### src/rtl/sram_pkg.sv
// Shared scratchpad SRAM definitions: geometry, DMA state/mode types and
// the DMA command range check.
package sram_pkg;

    localparam int          SRAM_AW      = 13;
    localparam int          SRAM_DEPTH   = 2048;
    localparam int          DMA_LEN_W    = 12;
    localparam logic [3:0]  SRAM_BE_FULL = 4'hF;

    typedef enum logic [1:0] {
        IDLE = 2'd0,
        RD   = 2'd1,
        WR   = 2'd2,
        DONE = 2'd3
    } dma_state_t;

    typedef enum logic {
        COPY = 1'b0,
        FILL = 1'b1
    } dma_mode_t;

    // True when a command would touch a misaligned word or run past the top
    // of the scratchpad. The source is only checked when it is actually read.
    function automatic logic dma_cmd_bad(
        input logic [SRAM_AW-1:0]   src,
        input logic [SRAM_AW-1:0]   dst,
        input logic [DMA_LEN_W-1:0] len,
        input logic                 chk_src
    );
        logic [SRAM_AW-1:0] src_end;
        logic [SRAM_AW-1:0] dst_end;
        logic               bad;
        src_end = SRAM_AW'(src[SRAM_AW-1:2]) + SRAM_AW'(len);
        dst_end = SRAM_AW'(dst[SRAM_AW-1:2]) + SRAM_AW'(len);
        bad = (dst[1:0] != 2'b00)
           || (len > DMA_LEN_W'(SRAM_DEPTH))
           || (dst_end > SRAM_AW'(SRAM_DEPTH));
        if (chk_src) begin
            bad = bad || (src[1:0] != 2'b00) || (src_end > SRAM_AW'(SRAM_DEPTH));
        end
        return bad;
    endfunction

endpackage

### src/rtl/sram_dma_engine.sv
// Scratchpad SRAM block-copy / pattern-fill DMA initiator.
// Optional feature macro: SRAM_DMA_FILL_EN (adds fill mode and fill_pattern).
module sram_dma_engine #(
    parameter int SRAM_AW = 13,
    parameter int LEN_W   = 12
) (
    input  logic               clk,
    input  logic               rst_n,
    input  logic               start,
    input  logic               mode,
    input  logic [SRAM_AW-1:0] src_addr,
    input  logic [SRAM_AW-1:0] dst_addr,
    input  logic [LEN_W-1:0]   len,
`ifdef SRAM_DMA_FILL_EN
    input  logic [31:0]        fill_pattern,
`endif
    input  logic               abort,
    output logic               busy,
    output logic               done,
    output logic               err,
    output logic [LEN_W-1:0]   words_done,
    output logic               sram_req,
    output logic               sram_we,
    output logic [3:0]         sram_be,
    output logic [SRAM_AW-1:0] sram_addr,
    output logic [31:0]        sram_wdata,
    input  logic [31:0]        sram_rdata,
    input  logic               sram_ready
);

    import sram_pkg::*;

`ifdef SRAM_DMA_FILL_EN
    localparam bit FILL_EN = 1'b1;
`else
    localparam bit FILL_EN = 1'b0;
`endif

    dma_state_t         state, state_n;
    dma_mode_t          mode_q, mode_n;
    logic [SRAM_AW-1:0] src_q, src_n;
    logic [SRAM_AW-1:0] dst_q, dst_n;
    logic [LEN_W-1:0]   left_q, left_n;
    logic [LEN_W-1:0]   wcnt_n;
    logic               err_n;
    logic               reject;
    logic               cmd_fill;
    logic               cmd_bad;
    logic               fill_ld;
    logic               wr_copy_q;
    logic [31:0]        wdata_q;

    assign sram_be  = SRAM_BE_FULL;
    assign cmd_fill = mode;
    assign cmd_bad  = dma_cmd_bad(src_addr, dst_addr, len, !cmd_fill)
                   || (cmd_fill && !FILL_EN);

    // Next-state and datapath update; defaults hold every register.
    always_comb begin
        state_n = state;
        mode_n  = mode_q;
        src_n   = src_q;
        dst_n   = dst_q;
        left_n  = left_q;
        wcnt_n  = words_done;
        err_n   = err;
        reject  = 1'b0;
        fill_ld = 1'b0;
        case (state)
            IDLE: begin
                if (start) begin
                    if (cmd_bad) begin
                        reject = 1'b1;
                        err_n  = 1'b1;
                    end else begin
                        err_n   = 1'b0;
                        wcnt_n  = '0;
                        mode_n  = cmd_fill ? FILL : COPY;
                        src_n   = src_addr;
                        dst_n   = dst_addr;
                        left_n  = len;
                        fill_ld = cmd_fill;
                        if (len == '0)    state_n = DONE;
                        else if (cmd_fill) state_n = WR;
                        else               state_n = RD;
                    end
                end
            end
            RD: begin
                if (abort)           state_n = DONE;
                else if (sram_ready) state_n = WR;
            end
            WR: begin
                if (sram_ready) begin
                    wcnt_n = words_done + LEN_W'(1);
                    src_n  = src_q + SRAM_AW'(4);
                    dst_n  = dst_q + SRAM_AW'(4);
                    left_n = left_q - LEN_W'(1);
                    if (left_q == LEN_W'(1) || abort) state_n = DONE;
                    else if (mode_q == FILL)           state_n = WR;
                    else                               state_n = RD;
                end else if (abort) begin
                    state_n = DONE;
                end
            end
            DONE: state_n = IDLE;
            default: state_n = IDLE;
        endcase
    end

    // State, datapath and registered status / SRAM request outputs.
    // Outputs are decoded from the next state so they line up with it.
    always_ff @(posedge clk or negedge rst_n) begin
        if (!rst_n) begin
            state      <= IDLE;
            mode_q     <= COPY;
            src_q      <= '0;
            dst_q      <= '0;
            left_q     <= '0;
            words_done <= '0;
            err        <= 1'b0;
            done       <= 1'b0;
            busy       <= 1'b0;
            sram_req   <= 1'b0;
            sram_we    <= 1'b0;
            sram_addr  <= '0;
            wr_copy_q  <= 1'b0;
        end else begin
            state      <= state_n;
            mode_q     <= mode_n;
            src_q      <= src_n;
            dst_q      <= dst_n;
            left_q     <= left_n;
            words_done <= wcnt_n;
            err        <= err_n;
            done       <= reject || (state_n == DONE);
            busy       <= (state_n != IDLE);
            sram_req   <= (state_n == RD) || (state_n == WR);
            sram_we    <= (state_n == WR);
            if (state_n == RD)      sram_addr <= src_n;
            else if (state_n == WR) sram_addr <= dst_n;
            wr_copy_q  <= (state_n == WR) && (mode_n == COPY);
        end
    end

`ifdef SRAM_DMA_FILL_EN
    // Latch the fill pattern when a fill command is accepted.
    always_ff @(posedge clk or negedge rst_n) begin
        if (!rst_n)       wdata_q <= '0;
        else if (fill_ld) wdata_q <= fill_pattern;
    end
`else
    assign wdata_q = '0;
`endif

    // Copy writes forward the read data straight through; it stays stable
    // because no further read is issued until the write is accepted.
    assign sram_wdata = wr_copy_q ? sram_rdata : wdata_q;

endmodule
### config.mk
export PLATFORM = sky130hd
export DESIGN_NAME = sram_dma_engine
export DESIGN_NICKNAME = d
export VERILOG_FILES = /design/src/rtl/sram_pkg.sv /design/src/rtl/sram_dma_engine.sv
export SDC_FILE = /design/constraint.sdc
export NUM_CORES = 1
export LEC_CHECK = 0
export CAP_MARGIN = 15
export CORE_MARGIN = 2
export CORE_UTILIZATION = 50
export CTS_CLUSTER_SIZE = 25
export DETAILED_ROUTE_END_ITERATION = 6
export PLACE_DENSITY = 0.94
export SYNTH_ARGS = -nofsm -noshare
export SYNTH_HDL_FRONTEND = slang
export SYNTH_SLANG_ARGS = --single-unit
export TNS_END_PERCENT = 30
### constraint.sdc
create_clock -name clk -period 3.8 [get_ports clk]
set_clock_uncertainty 0.15 [all_clocks]
set_input_delay 0.95 -clock clk [delete_from_list [all_inputs] [get_ports clk]]
set_output_delay 0.95 -clock clk [all_outputs]
set_load 0.02 [all_outputs]
==> impl_summary.txt, run 1 <==
----------------------------------------------------
[Status]
  Status ... complete, but fails checks
  Failing checks ... design-rule violations, negative setup slack

[Power]
  Proportion of power drawn by flip-flops and latches ... 27.6%
  Combinational share of power ... 59.6%
  Max VDD drop ... 0.321 mV
  Power Total ... 4.77 mW
  Net switching component of the power ... 2.07 mW
  Clock network fraction of design power ... 12.9%
  Pwr dens ... 560 nW/um^2
  Fraction of power spent switching nets ... 43.4%
  Leakage component of the power ... 3.78 nW
  Internal portion of total power ... 2.70 mW

[Cells and area]
  P&R area growth vs syn ... 61.0%
  Ratio of cells with drive above 1 in the final layout ... 28.9%
  Diode insertion count for antenna repair ... 0
  Final Instance Count excl. Fillers ... 1019
  Filler Cell Count ... 558
  NumNets Final ... 987

[Synth]
  Cell types occupying the most area after synthesis ... dfrtp_1 (34%), ha_1 (7.3%), and2_1 (4.9%)
  Async SR Flop Fraction ... 100%
  Most frequently used cell type in the post-synthesis netlist ... dfrtp_1
  Synth cell count leaders ... dfrtp_1 (72), nor2_1 (68), nand2_1 (42)
  Share of the synthesized area in the top cell type ... 34.1%
  EDFF count, synth ... 0
  Post-synthesis average cell area ... 8.56 sq um
  Post-Syn Instances ... 617
  Main flop type after synthesis ... dfrtp_1
  Number of synthesized register bits ... 72
  Part of the Yosys area used for sequential elements ... 34.1%
  Number of warnings printed during yosys synthesis ... 0
  Count of distinct cell types in the synthesized netlist ... 77
  Largest area contributor in the synthesized netlist ... dfrtp_1
  Post-synthesis instance area ... 5280 sq um

[Clock network]
  Sink count of the clock tree ... 72
  Clk_lat worst skew ... 0.37 ns
  Longest Clk Path Bufs ... 2
  Number of clock buffers inserted by TritonCTS ... 9
  TritonCTS clock tree ... done
  Total number of H-tree levels ... 3
  Clock tree root buffer cell ... clkbuf_8
  Clock slew at the register clock pins of the worst setup and hold paths ... 0.08 ns

[Route]
  First-iteration detailed-routing DRC count ... 869
  Number of detailed-routing iterations run before antenna repair ... 7
  Vias per inst ... 6.31
  Detailed Route WL ... 20800 um
  Antenna viol nets, final ... 0
  Total via count in the routed design ... 6428
  Remaining DRCs ... 8
  Average wire length per cell after detail routing ... 20.4 um

[Placed design]
  DP Wirelength ... 14600 um
  RePlAce Congestion ... 0.946
  DP Cell Count ... 980
  Number of buffers added on ports ... 137
  Worst slack after detailed placement ... -1.10 ns

[Timing]
  Minimum clock period after layout ... 4.07 ns
  Slew at the pin closest to its max-slew limit ... 0.917 ns
  Final setup slack of the worst path ... -0.270 ns
  Hold Fails Final Rpt ... 0
  Setup Total Neg Slack ... -2.83 ns
  Max Clock Freq ... 246 MHz
  RSZ-0062 raised after global routing ... true
  Final cycle utilization of the critical path ... 107%
  Setup-failing EPs final ... 16
  Slew Limit Headroom ... 38.9%
  Max-slew violations ... 0

[Critical path]
  Library cell contributing the largest single delay on the critical path ... fa_2
  FF-to-FF setup slack ... 0.51 ns
  Series of cell instances along the critical path ... buf_8 > ha_4 > fa_2 > a211oi_4 > o21ba_1 > o32a_1 > o2111a_1 > o2111ai_2 > o31ai_4 > nand3_2 > o221a_4 > ha_4 > nand2_2 > inv_2 > a221o_1
  Endpoint of the lowest-slack register-to-register path ... sram_addr[2]
  Top delay family on crit path ... compound AO/OA/AOI/OAI gates
  CP startpoint kind ... input pin
  Dominant cell type by count on the critical path ... ha_4
  Maximum cell stage delay along the critical path ... 0.37 ns
  Required time worst endpoint ... 3.90 ns
  Arr. time, crit path ... 4.17 ns
  Worst Reg-to-Reg Cells ... 9
  Reg2Reg Launch Point ... state[0]
  Worst path bufs/invs ... 2
  Critical path start-end classification ... in -> reg
  Number of gates on the worst path with buffers counted ... 15
  Kind of end point of the critical path ... flip-flop
  Largest fanout on the critical path ... 6

[Floorplanning]
  Core Area ... 10300 sq um
  Floorplan die height ... 107 um
  Site row count ... 37
  Die width ... 107 um
  Die area ... 11400 sq um
  Initial core utilization ... 51.4%
  I/O pin total ... 142

[GRT]
  Vias in the first global route ... 6341
  Maximum number of pins on one net before global-route repair ... 73
  Global-route usage over all layers ... 35.4%
  First-pass GRT wire length ... 31300 um
  Total global routing overflow ... 0
  Initial antenna violation count ... 0

[Worst hold path]
  Hold depth ... 1
  Class of the tightest hold or removal check ... reg -> reg
  Source of the worst hold timing path ... dst_q[1]
  Hold Path Sink ... dst_q[1]

[Run]
  MaxCap Viol Count ... 0

----------------------------------------------------
metrics by stage:
stage	hold WS, ns	utilization, %	cell area [sq um]
floorplan	0.300	-	5430
global placement	0.316	74.3	7640
detailed placement	0.333	74.3	7640
CTS	0.353	81.0	8320
global route	0.367	82.8	8510
finish	0.356	82.8	8510
placed cells by master, fill, tap and decap left out, drive strengths merged, types with 10 or more instances in the layout:
| master | Yosys | final |
|---|---|---|
| a21o | 12 | 12 |
| a21oi | 43 | 43 |
| and2 | 41 | 41 |
| and3 | 13 | 13 |
| buf | 13 | 145 |
| clkbuf | 14 | 16 |
| clkdlybuf4s50 | 0 | 105 |
| dfrtp | 72 | 72 |
| dlygate4sd2 | 0 | 15 |
| ha | 31 | 31 |
| inv | 27 | 27 |
| nand2 | 42 | 42 |
| nand3 | 22 | 22 |
| nor2 | 69 | 69 |
| nor2b | 10 | 10 |
| nor3 | 15 | 15 |
| o21ai | 43 | 43 |
| xor2 | 13 | 13 |
power groups by stage:
stage	clock network, mW	registers, mW	logic [mW]
after global routing	0.635	1.34	2.98
after global placement	0	1.27	2.27
final	0.614	1.31	2.84
after floorplan	0	1.30	1.38
after detailed placement	0	1.29	2.36
after CTS	0.603	1.28	2.64
sequential cells by signal, indices dropped and copies added (netlist names), 2 cells and up:
| name | flops |
|---|---|
| dst_q | 13 |
| sram_addr | 13 |
| src_q | 13 |
| left_q | 12 |
| words_done | 12 |
| state | 2 |
layout make-up:
type / instances / area (sq um) / share of cell area (%)
clock buffer: 11 / 131 / 1.54
clock inverter: 5 / 57.6 / 0.677
inverter: 27 / 104 / 1.22
multi-input combinational: 494 / 3820 / 45.0
sequential: 72 / 1800 / 21.2
tap: 136 / 170 / 2.00
timing repair buffer: 274 / 2420 / 28.4
cells by family after synthesis:
| group | count (synthesis) | synth area share [%] |
|---|---|---|
| compound gates | 180 | 24.1 |
| xor+xnor | 16 | 2.80 |
| fa+ha+maj | 33 | 8.10 |
| buf+inv | 54 | 4.64 |
| flops | 72 | 34.1 |
| mux | 8 | 1.61 |
| other cells | 1 | 0.0710 |
| simple gates | 253 | 24.6 |
worst max path at each step:
stage,from,end,slack [ns]
floorplan,dst_addr[2],sram_addr[3],-0.45
global placement,len[0],sram_addr[3],-0.98
detailed placement,len[0],sram_addr[3],-1.10
CTS,len[0],sram_addr[9],-0.18
global route,src_addr[8],sram_addr[2],-0.34
finish,len[0],sram_addr[2],-0.27
timing repair:
action | in CTS | in global routing
setup endpoints to repair | 64 | 36
pin swaps | 40 | 30
buffers inserted | 18 | 6
hold buffers | 0 | 0
resized for setup | 128 | 51
layer usage:
layer  vias up  wire length (um)  GRT usage, %
li1       2769                 -             -
met1      3009              7220          38.9
met2       517             10000          62.6
met3       133              2220          7.11
met4         0              1350          21.6
met5         -                 0             0
No activity file was read; power rests on OpenSTA's default activity.
==> inputs of run 2 (changes only) <==
--- a/config.mk
+++ b/config.mk
@@ -10,7 +10,7 @@
 export CORE_UTILIZATION = 50
 export CTS_CLUSTER_SIZE = 25
 export DETAILED_ROUTE_END_ITERATION = 6
-export PLACE_DENSITY = 0.94
+export PLACE_DENSITY_LB_ADDON = 0.1
 export SYNTH_ARGS = -nofsm -noshare
 export SYNTH_HDL_FRONTEND = slang
 export SYNTH_SLANG_ARGS = --single-unit
==> run 2 against run 1 <==
Net effect:
- the run ends with negative setup slack left
- clock-buffer cell count is 2 lower
- clock power is 9.3% higher
- combinational power is 3% lower
- setup slack worse by 0.018 ns
- sequential share of layout area is 0.42 points higher
- critical path depth is 2 higher
- sequential cell count stayed put
- sequential power hardly changed
- cell area is 1.9% lower
- critical endpoint is now sram_addr[9]
==> impl_summary.txt, run 2 (synthesis gave the netlist of run 1 again) <==
----------------------------------------------------
[Status]
  Status ... complete, but fails checks (unchanged)
  Failing checks ... negative setup slack (was design-rule violations, negative setup slack)

[GRT]
  Initial antenna violation count ... 0 (unchanged)
  Vias in the first global route ... 5828 (was 6341)
  Maximum number of pins on one net before global-route repair ... 33 (was 73)
  Total global routing overflow ... 0 (unchanged)
  Global-route usage over all layers ... 34.7% (was 35.4%)
  First-pass GRT wire length ... 30600 um (was 31300 um)

[Placed design]
  Number of buffers added on ports ... 137 (unchanged)
  DP Wirelength ... 14700 um (was 14600 um)
  Worst slack after detailed placement ... -1.03 ns (was -1.10 ns)
  Post-detailed-placement cell area ... 7620 sq um (was 7640 sq um)
  RePlAce Congestion ... 0.971 (was 0.946)

[Timing]
  Setup Total Neg Slack ... -3.72 ns (was -2.83 ns)
  Hold_ws ... 0.334 ns (was 0.356 ns)
  Hold Fails Final Rpt ... 0 (unchanged)
  Slew at the pin closest to its max-slew limit ... 0.715 ns (was 0.917 ns)
  RSZ-0062 raised after global routing ... true (unchanged)
  Max Clock Freq ... 245 MHz (was 246 MHz)
  Final setup slack of the worst path ... -0.289 ns (was -0.270 ns)
  Slew Limit Headroom ... 52.3% (was 38.9%)
  Final cycle utilization of the critical path ... 108% (was 107%)
  Max-slew violations ... 0 (unchanged)
  Setup-failing EPs final ... 24 (was 16)
  Minimum clock period after layout ... 4.09 ns (was 4.07 ns)

[Critical path]
  Critical path start-end classification ... in -> reg (unchanged)
  CP startpoint kind ... input pin (unchanged)
  Kind of end point of the critical path ... flip-flop (unchanged)
  Required time worst endpoint ... 3.89 ns (was 3.90 ns)
  Arr. time, crit path ... 4.18 ns (was 4.17 ns)
  Largest fanout on the critical path ... 6 (unchanged)

[Run]
  MaxCap Viol Count ... 0 (unchanged)

[Cells and area]
  Top Registers ... dst_q: 13 flops, sram_addr: 13 flops, src_q: 13 flops (unchanged)
  P&R area growth vs syn ... 57.9% (was 61.0%)
  Commonest non-fill, non-tap cells in the layout ... buf_4 (107), clkdlybuf4s50_1 (106), dfrtp_1 (72) (was buf_4 (120), clkdlybuf4s50_1 (105), dfrtp_1 (72))
  Commonest non-fill, non-tap cell in the layout ... buf_4 (unchanged)
  Diode insertion count for antenna repair ... 0 (unchanged)
  Post-route cell area ... 8340 sq um (was 8510 sq um)
  Core Util, Final ... 81.2% (was 82.8%)
  Ratio of cells with drive above 1 in the final layout ... 26.0% (was 28.9%)
  NumNets Final ... 971 (was 987)

[Clock network]
  Clock slew at the register clock pins of the worst setup and hold paths ... 0.08 ns (about the same)
  TritonCTS clock tree ... done (unchanged)
  Longest Clk Path Bufs ... 2 (unchanged)
  Total number of H-tree levels ... 3 (unchanged)
  Clock tree root buffer cell ... clkbuf_8 (unchanged)
  Hold bufs inserted after CTS ... 0 (unchanged)
  Number of clock buffers inserted by TritonCTS ... 9 (unchanged)
  Clk_lat worst skew ... 0.35 ns (was 0.37 ns)
  Sink count of the clock tree ... 72 (unchanged)

[Floorplanning]
  Die width ... 107 um (unchanged)
  I/O pin total ... 142 (unchanged)
  Core Area ... 10300 sq um (unchanged)
  Die area ... 11400 sq um (unchanged)
  Site row count ... 37 (unchanged)
  Initial core utilization ... 51.4% (unchanged)
  Floorplan die height ... 107 um (unchanged)

[Route]
  Number of detailed-routing iterations run before antenna repair ... 7 (unchanged)
  Total via count in the routed design ... 6017 (was 6428)
  First-iteration detailed-routing DRC count ... 609 (was 869)
  Remaining DRCs ... 0 (was 8)
  Vias per inst ... 6.00 (was 6.31)
  Detailed Route WL ... 19600 um (was 20800 um)
  Antenna viol nets, final ... 0 (unchanged)
  Average wire length per cell after detail routing ... 19.6 um (was 20.4 um)

[Power]
  Max VDD drop ... 0.478 mV (was 0.321 mV)
  Leakage component of the power ... 3.73 nW (was 3.78 nW)
  Pwr dens ... 567 nW/um^2 (was 560 nW/um^2)

[Worst hold path]
  Class of the tightest hold or removal check ... reg -> reg (unchanged)

----------------------------------------------------
==> run 2: changes by cell type in the layout (fill, tap and decap cells not counted), moves of 4 or more <==
cell and change:
o21ai_1 -12, buf_4 -13, a21oi_1 +5, dlygate4sd2_1 +5, o21ai_0 +10, buf_6 -7, a21oi_2 -4
==> run 2: what timing repair did <==
| item | 4_1_cts | 5_1_grt |
|---|---|---|
| gates cloned | 0 | 0 |
| setup buffers | 8 | 5 |
| pin swaps | 28 | 16 |
| hold endpoints to repair | 0 | 0 |
| setup endpoints to repair | 67 | 42 |
| resized for setup | 96 | 37 |
==> run 2: per-layer routing <==
metal	vias to the layer above	wire (um)	part of all wire [%]	track usage, %
met5	-	0	0	0
li1	2740	-	-	-
met4	0	829	4.2	14.4
met2	334	9370	48	57.0
met3	72	1440	7.3	4.86
met1	2871	7980	41	46.2
==> run 2: path summary, 6_finish.rpt <==
check | cells past startpoint | slack (ns) | from | end
setup / recovery | 17 | -0.29 | dst_addr[9] | sram_addr[9]
hold / removal | 1 | 0.33 | src_q[0] | src_q[0]
setup reg to reg | 10 | 0.60 | left_q[4] | sram_addr[9]
hold reg to reg | 1 | 0.33 | src_q[0] | src_q[0]
max in group asynchronous | 2 | 2.26 | rst_n | sram_addr[2]
min in group asynchronous | 1 | 0.46 | rst_n | words_done[7]
==> run 2: cell type report <==
| type | instances | area [sq um] |
|---|---|---|
| Multi-Input combinational cell | 494 | 3740 |
| Timing Repair Buffer | 258 | 2310 |
| Fill cell | 642 | 1940 |
| Sequential cell | 72 | 1800 |
| Tap cell | 136 | 170 |
| Clock buffer | 9 | 124 |
| Inverter | 27 | 104 |
| Clock inverter | 7 | 96.3 |
==> run 2: critical path, stage by stage <==
cell,delay (ns)
clkdlybuf4s50_1,0.56
ha_4,0.16
buf_4,0.12
a21oi_1,0.09
a31oi_1,0.20
and3_1,0.18
o2111a_1,0.19
o2111ai_2,0.13
o31ai_4,0.31
and3_4,0.24
a221oi_4,0.04
inv_2,0.10
ha_4,0.20
buf_6,0.14
nand2_2,0.05
a2111o_1,0.36
o221a_1,0.14
==> run 2: stage by stage <==
step | std cells | total power [mW]
after global placement | 974 | 3.56
final | 1003 | 4.73
after detailed placement | 974 | 3.65
after floorplan | 620 | 2.67
after global routing | 1003 | 4.99
after CTS | 998 | 4.54
==> run 2: power by group <==
| part | total [mW] | switching [mW] | internal [mW] |
|---|---|---|---|
| combinational | 2.76 | 1.39 | 1.36 |
| sequential | 1.30 | 0.286 | 1.01 |
| clock | 0.671 | 0.301 | 0.370 |
| total | 4.73 | 1.98 | 2.75 |
